**src/rtl/attex_bus_fabric.sv**
```systemverilog
// 68070-side bus fabric: address decode to chip selects, read-data/ack return path,
// interrupt-acknowledge service, bus error on unmapped or stalled accesses.
module attex_bus_fabric #(
  parameter int NUM_SLAVES = 4,
  parameter logic [24*NUM_SLAVES-1:0] SLAVE_BASE =
    {24'h000000, 24'h320000, 24'h310000, 24'h300000},
  parameter logic [24*NUM_SLAVES-1:0] SLAVE_MASK =
    {24'hC00000, 24'hFF0000, 24'hFF0000, 24'hFF0000},
  parameter int TIMEOUT_CYCLES = 255
) (
  input  logic                    clk30,
  input  logic                    reset,
  input  logic                    cpu_as,
  input  logic                    cpu_uds,
  input  logic                    cpu_lds,
  input  logic                    cpu_write_strobe,
  input  logic [23:1]             cpu_addr,
  input  logic                    cpu_iack,
  input  logic [15:0]             iack_dout,
  output logic [NUM_SLAVES-1:0]   slave_cs,
  input  logic [16*NUM_SLAVES-1:0] slave_dout,
  input  logic [NUM_SLAVES-1:0]   slave_ack,
  output logic [15:0]             cpu_din,
  output logic                    cpu_bus_ack,
  output logic                    cpu_bus_err,
  output logic [23:0]             last_err_addr,
  output logic                    last_err_timeout,
  output logic [7:0]              err_count
);

  typedef enum logic [1:0] {IDLE, ACTIVE, ERR, HOLD} state_t;

  localparam logic [15:0] TIMEOUT_LAST = 16'(TIMEOUT_CYCLES - 1);

  state_t                  state_q, state_d;
  logic [15:0]             count_q, count_d;
  logic [23:0]             lastErrAddr_q, lastErrAddr_d;
  logic                    lastErrTimeout_q, lastErrTimeout_d;
  logic [7:0]              errCount_q, errCount_d;

  logic [23:0]             addrByte;
  logic [NUM_SLAVES-1:0]   hit;
  logic [NUM_SLAVES-1:0]   selOneHot;
  logic                    found;
  logic                    hitValid;
  logic [15:0]             readData;
  logic                    ackSel;
  logic                    access;
  logic                    unusedWrite;

  // Reads and writes decode identically, so the direction strobe is not needed here.
  assign unusedWrite = cpu_write_strobe;

  assign addrByte = {cpu_addr, 1'b0};
  assign access   = cpu_as && (cpu_uds || cpu_lds) && !cpu_iack;

  // Region decode; the lowest matching index wins so overlapping regions nest cleanly.
  always_comb begin
    hit       = '0;
    selOneHot = '0;
    found     = 1'b0;
    readData  = '0;
    for (int i = 0; i < NUM_SLAVES; i++) begin
      hit[i] = ((addrByte & SLAVE_MASK[24*i +: 24]) == SLAVE_BASE[24*i +: 24]);
      if (hit[i] && !found) begin
        selOneHot[i] = 1'b1;
        found        = 1'b1;
      end
    end
    for (int i = 0; i < NUM_SLAVES; i++) begin
      if (selOneHot[i]) begin
        readData = readData | slave_dout[16*i +: 16];
      end
    end
  end

  assign hitValid = |hit;
  assign ackSel   = |(slave_ack & selOneHot);

  // CPU-facing outputs are pass-through; reset forces them quiet regardless of AS.
  always_comb begin
    slave_cs    = '0;
    cpu_din     = '0;
    cpu_bus_ack = 1'b0;
    cpu_bus_err = 1'b0;
    if (!reset) begin
      cpu_bus_err = (state_q == ERR);
      if (cpu_iack) begin
        cpu_din     = iack_dout;
        cpu_bus_ack = 1'b1;
      end else begin
        cpu_din = readData;
        if (cpu_as && state_q != ERR) begin
          slave_cs    = selOneHot;
          cpu_bus_ack = ackSel && hitValid;
        end
      end
    end
  end

  // Access FSM and watchdog; an iack cycle freezes both.
  always_comb begin
    state_d          = state_q;
    count_d          = count_q;
    lastErrAddr_d    = lastErrAddr_q;
    lastErrTimeout_d = lastErrTimeout_q;
    errCount_d       = errCount_q;
    if (!cpu_iack) begin
      case (state_q)
        IDLE: begin
          if (access) begin
            if (!hitValid) begin
              state_d          = ERR;
              lastErrAddr_d    = addrByte;
              lastErrTimeout_d = 1'b0;
              errCount_d       = (errCount_q == 8'hFF) ? errCount_q : errCount_q + 8'd1;
            end else if (ackSel) begin
              state_d = HOLD;
            end else begin
              state_d = ACTIVE;
              count_d = '0;
            end
          end
        end
        ACTIVE: begin
          if (!cpu_as) begin
            state_d = IDLE;
          end else if (ackSel) begin
            state_d = HOLD;
          end else if (count_q == TIMEOUT_LAST) begin
            state_d          = ERR;
            lastErrAddr_d    = addrByte;
            lastErrTimeout_d = 1'b1;
            errCount_d       = (errCount_q == 8'hFF) ? errCount_q : errCount_q + 8'd1;
          end else begin
            count_d = count_q + 16'd1;
          end
        end
        ERR, HOLD: begin
          if (!cpu_as) begin
            state_d = IDLE;
          end
        end
        default: state_d = IDLE;
      endcase
    end
  end

  always_ff @(posedge clk30) begin
    if (reset) begin
      state_q          <= IDLE;
      count_q          <= '0;
      lastErrAddr_q    <= '0;
      lastErrTimeout_q <= 1'b0;
      errCount_q       <= '0;
    end else begin
      state_q          <= state_d;
      count_q          <= count_d;
      lastErrAddr_q    <= lastErrAddr_d;
      lastErrTimeout_q <= lastErrTimeout_d;
      errCount_q       <= errCount_d;
    end
  end

  assign last_err_addr    = lastErrAddr_q;
  assign last_err_timeout = lastErrTimeout_q;
  assign err_count        = errCount_q;

endmodule
```
**config.mk**
```make
export PLATFORM = sky130hd
export DESIGN_NAME = attex_bus_fabric
export DESIGN_NICKNAME = d
export VERILOG_FILES = /design/src/rtl/attex_bus_fabric.sv
export SDC_FILE = /design/constraint.sdc
export NUM_CORES = 1
export LEC_CHECK = 0
export ABC_CLOCK_PERIOD_IN_PS = 2600
export BUFFER_PORTS_ARGS = -buffer_cell sky130_fd_sc_hd__buf_4
export CAP_MARGIN = 5
export CORE_ASPECT_RATIO = 1.2
export CORE_UTILIZATION = 46
export CTS_BUF_LIST = sky130_fd_sc_hd__clkbuf_4
export DETAILED_ROUTE_END_ITERATION = 10
export GPL_ROUTABILITY_DRIVEN = 1
export PLACE_DENSITY_LB_ADDON = 0.08
export SLEW_MARGIN = 20
export SYNTH_ARGS = -nofsm -noshare
export SYNTH_HDL_FRONTEND = slang
export SYNTH_SLANG_ARGS = --single-unit
```
**constraint.sdc**
```tcl
create_clock -name clk30 -period 2.6 [get_ports clk30]
set_input_delay 0 -clock clk30 [delete_from_list [all_inputs] [get_ports clk30]]
set_output_delay 0 -clock clk30 [all_outputs]
set_load 0.01 [all_outputs]
```
# ---- Word-level counts from Yosys, hierarchy flattened
# Cells that the tools add are included.
dict set report totals {
  ff_bits 51
  input_bits 114
  output_inout_bits 55
  word_cells 105
}
dict set report classes {
  n_addsub 2
  eq_ne 19
  mux 53
  bitwise_logic 5
  n_reduce_logical 21
}
# operator n
set ops {}
lappend ops {{$mux W16} 12}
lappend ops {{$mux W24} 5}
lappend ops {{$mux W8} 6}
lappend ops {{$or A16 B16 Y16} 3}
lappend ops {{$pmux W24 S2} 1}
lappend ops {{$pmux W16 S2} 1}
lappend ops {{$eq A8 B6 Y1 const B} 3}
lappend ops {{$logic_not A24 Y1} 1}
lappend ops {{$ne A2 B2 Y1 const B} 10}
lappend ops {{$add A16 B1 Y16 const B} 1}
lappend ops {{$eq A16 B8 Y1 const B} 1}
lappend ops {{$pmux W8 S2} 1}
lappend ops {{$mux W1} 15}
lappend ops {{$mux W2} 7}
lappend ops {{$mux W4} 3}
lappend ops {{$add A8 B1 Y8 const B} 1}
lappend ops {{$eq A8 B8 Y1 const B} 1}
lappend ops {{$reduce_and A8 Y1} 1}
lappend ops {{$reduce_or A4 Y1} 2}
lappend ops {{$logic_and A1 B1 Y1} 7}
lappend ops {{$reduce_and A7 Y1} 1}
lappend ops {{$pmux W2 S3} 1}
lappend ops {{$and A4 B4 Y4} 1}
lappend ops {{$eq A2 B2 Y1 const B} 2}
lappend ops {{10 further kinds} 13}

# ---- Longest topological paths before layout
dict set report logic_depth {
  word_depth 17
  mapped_depth 10
  mapped_depth_nobuf 8
}

# ---- Worst setup path before layout
# No wires, ideal clock.
dict set report synth_path {
  path_kind {reg-to-reg}
  startpoint {register count_q[0]}
  endpoint {register errCount_q[5] (netlist: err_count[5])}
  setup_time_ns 0.132
  arrival_time_ns 1.967
  required_time_ns 2.468
  setup_slack_ns 0.501
  stages_incl_launch_ff 11
  n_path_buf 2
  synth_period_minus_slack_ns 2.099
  cell_sequence {dfxtp_1 > inv_1 > ha_1 > or4b_1 > nor3_2 > a31o_1 > o211ai_2 > buf_6 > buf_4 > o31ai_1 > a21oi_1}
}
dict set report synth_via {
  elab_chain_len 3
}
# item line
set synth_lines {}
lappend synth_lines {{start: declaration} 36} ;# logic [15:0] count_q, count_d;
lappend synth_lines {{start signal: assignment} 158} ;# count_q <= count_d;
lappend synth_lines {{$eq A16 B8 Y1} 130} ;# end else if (count_q == TIMEOUT_LAST) begin
lappend synth_lines {{$ne A2 B2 Y1 (no line)} -}
lappend synth_lines {{$reduce_and A7 Y1 (no line)} -}
lappend synth_lines {{end signal: assignment} 161} ;# errCount_q <= errCount_d;
lappend synth_lines {{end: declaration} 39} ;# logic [7:0] errCount_q, errCount_d;
# Every way passes these cells.
# A chain may end at the register's enable or synchronous reset.

# ---- Worst setup path after layout
dict set report layout_path {
  startpoint {register count_q[0]}
  endpoint {register errCount_q[4] (netlist: err_count[4])}
}
# The elaborated chain is that of the path after synthesis.

==> run_results.csv <==
group,metric,value,unit
sta,finalWorstPathRequiredPeriod,2.457,ns
logic_synthesis,ys_seq_area_share,34.23,%
placement,place.gp.congestion,0.7909,
logic_synthesis,synthArstFlopShare,0,%
worst_setup_path,rr_endpoint,"err_count[4]",
routing,ant_nets,0,
layout,nNetsFinal,652,
flow_run,maxCapViolCount,0,
layout,layout-drive-gt1-share,36.45,%
worst_setup_path,arrival,2.77,ns
logic_synthesis,synth-edff-count,0,
routing,drc,0,
global_routing,grt_pass1_vias,3153,
logic_synthesis,yosysWarnings,0,
min_path,hold_start,"cpu_uds",
floorplan,rows,31,
logic_synthesis,synth_cell_type_count,50,
floorplan,fp.coreArea,6090,µm²
layout,diodes,0,
pwr,power.total,0.001560,W
clock_network,cts_max_level,2,
clock_network,cts_buffers,5,
layout,fin_util,74.23,%
worst_setup_path,crit_path_end_kind,"flop",
placement,io_buffers,166,
layout,stdcell_count,617,
sta,worst_slew_pin_slew,0.8296,ns
outcome,status,"finished, final reports clean",
logic_synthesis,syn_area_per_cell,8.260,µm²
worst_setup_path,reg2reg_slack,0.14,ns
floorplan,die_h,89.34,µm
sta,setup_viol,0,
sta,relSlewSlack,44.45,%
floorplan,dieArea,6680,µm²
floorplan,start_util,48.02,%
global_routing,antenna_found_initial,0,
clock_network,cts.sink_count,50,
worst_setup_path,r2r_cells,8,
worst_setup_path,critPathLaunchType,"flop",
layout,area_delta_synth_final,54.60,%
min_path,worstHoldPathType,"in2reg",
routing,wl,10.20,mm
logic_synthesis,synthCells,354,
sta,hold_viol_final,0,
worst_setup_path,cp_max_fo,18,
clock_network,insertion_delay,0.37,ns
placement,dp_hpwl,7.112,mm
worst_setup_path,required,2.91,ns
sta,period_share,94.51,%
pwr,power.density,345.0,nW/µm²
pwr,p_leak,2.045,nW
floorplan,io_pins,169,
placement,place_inst,583,
sta,rsz0062_at_grt,"false",
routing,vias,3532,
logic_synthesis,syn_area,2924,µm²
global_routing,grt_usage,28.85,%
global_routing,grt_max_degree,57,
pwr,peakVddDrop,396.0,µV
routing,wl_per_cell,16.53,µm
logic_synthesis,synth_flop_cell,"dfxtp_1",
min_path,hold-path-cell-count,5,
clock_network,root_buffer,"clkbuf_4",
sta,tns,0,ns
routing,vias_per_cell,5.724,
global_routing,grt_remaining_overflow,0,
worst_setup_path,worstSetupPathType,"reg2reg",
sta,fmax,0.4070,GHz
sta,skew,0.01345,ns
logic_synthesis,synth-seq-cells,50,
clock_network,cts_tree,"yes",
worst_setup_path,reg2reg_from,"count_q[0]",
floorplan,die_w,74.78,µm
logic_synthesis,syn-num-nets,471,
global_routing,grt_pass1_wl,14.65,mm
sta,drv_slew,0,
clock_network,path_clk_slew,0.15,ns
routing,drt_iter0_drc,294,
layout,final_common_cell,"buf_4",
routing,drtPass1Iterations,5,
clock_network,clockBufferDepth,2,
min_path,holdPathEnd,"state_q[0]",
layout,mostFrequentLayoutCells,"buf_4 (177), dfxtp_1 (50), nor2_1 (40)",
## Yosys cell counts, types with 2 or more instances
| library cell | n | area share, % |
|---|---|---|
| dfxtp_1 | 50 | 34 |
| nor2_1 | 40 | 5.1 |
| a221oi_1 | 33 | 9.9 |
| inv_1 | 26 | 3.3 |
| a21oi_1 | 23 | 3.9 |
| mux2i_1 | 23 | 7.9 |
| o21ai_0 | 19 | 3.3 |
| or3_1 | 19 | 4.1 |
| clkbuf_1 | 17 | 2.2 |
| a22oi_1 | 16 | 4.1 |
| nand2_1 | 13 | 1.7 |
| nand3_1 | 7 | 1.2 |
| o31ai_1 | 5 | 1.3 |
| buf_4 | 4 | 1.0 |
| nand4_1 | 4 | 0.86 |
| and2_1 | 3 | 0.64 |
| buf_2 | 3 | 0.51 |
| ha_1 | 3 | 1.3 |
| nor3b_2 | 3 | 1.3 |
| nor4_1 | 3 | 0.64 |
| or2_2 | 3 | 0.64 |
| or4_1 | 3 | 0.77 |
| a31oi_1 | 2 | 0.43 |
| buf_6 | 2 | 0.77 |
| nand2b_1 | 2 | 0.43 |
| nor3_1 | 2 | 0.34 |
| nor3_2 | 2 | 0.68 |
| o31a_1 | 2 | 0.60 |
## worst max-delay path: stages (launching register included)
cell	delay, ns
dfxtp_1	0.37
inv_1	0.06
ha_1	0.16
or4b_1	0.46
nor3_2	0.21
a31o_1	0.24
o211ai_4	0.19
or4_1	0.54
a21oi_1	0.16
## flip-flops by register name, indices dropped and copies added (netlist names)
register,count
count_q,16
err_count,8
last_err_addr,23
last_err_timeout,1
state_q,2
## final cells by class
class | instances | area (µm²)
clock inverter | 2 | 13.76
clock buffer | 5 | 37.54
fill | 467 | 1569
timing repair buffer | 201 | 1569
multi-input combinational | 251 | 1699
tap | 82 | 102.6
sequential | 50 | 1001
inverter | 26 | 97.59
## worst max-delay path by stage
stage                    start      endpoint  slack (ns)  depth (start not counted)
finish              count_q[0]  err_count[4]        0.14                          8
global route        count_q[0]  err_count[4]       0.007                          8
CTS                 count_q[0]  err_count[4]        0.21                          8
detailed placement  count_q[0]  err_count[4]        0.25                          8
global placement    count_q[0]  err_count[4]        0.31                          8
floorplan           count_q[0]  err_count[5]        0.50                         10
## report_power, final
part,internal [W],switching (W)
logic,0.000234,0.000172
registers,0.000786,0.0000162
clock network,0.000103,0.000248
total,0.00112,0.000437
## cell families after synthesis
kind of cell | after synthesis | synth area share (%)
muxes | 23 | 7.873
AOI/OAI and AO/OA | 114 | 28.37
other | 1 | 0.1282
and+or+nand+nor | 109 | 19.85
DFF | 50 | 34.23
xor gates and xnor gates | 1 | 0.2996
buffers and inverters | 53 | 7.958
adders and majority gates | 3 | 1.284
## repair_timing
item	CTS	global route
resized for setup	0	0
hold endpoints to repair	24	0
hold buffers	24	0
setup buffers	0	3
setup endpoints to repair	0	2
## metal layers
metal  global-route usage (%)  up-vias  share of wire, %
met1                    31.52     1669                38
li1                         -     1684                 -
met3                    5.975       27               6.6
met5                        0        -                 0
met2                    53.56      152                53
met4                    11.49        0               3.0
## through the flow
step                hold slack [ns]  worst slack [ns]  instance area [µm²]
floorplan                    0.1333            0.5008                 2924
global placement             0.2310            0.3076                 4207
detailed placement           0.2368            0.2487                 4207
CTS                         0.09313            0.2141                 4498
global route                 0.1043          0.007335                 4521
finish                      0.09874            0.1428                 4521
No activity file was read; power rests on OpenSTA's default activity.
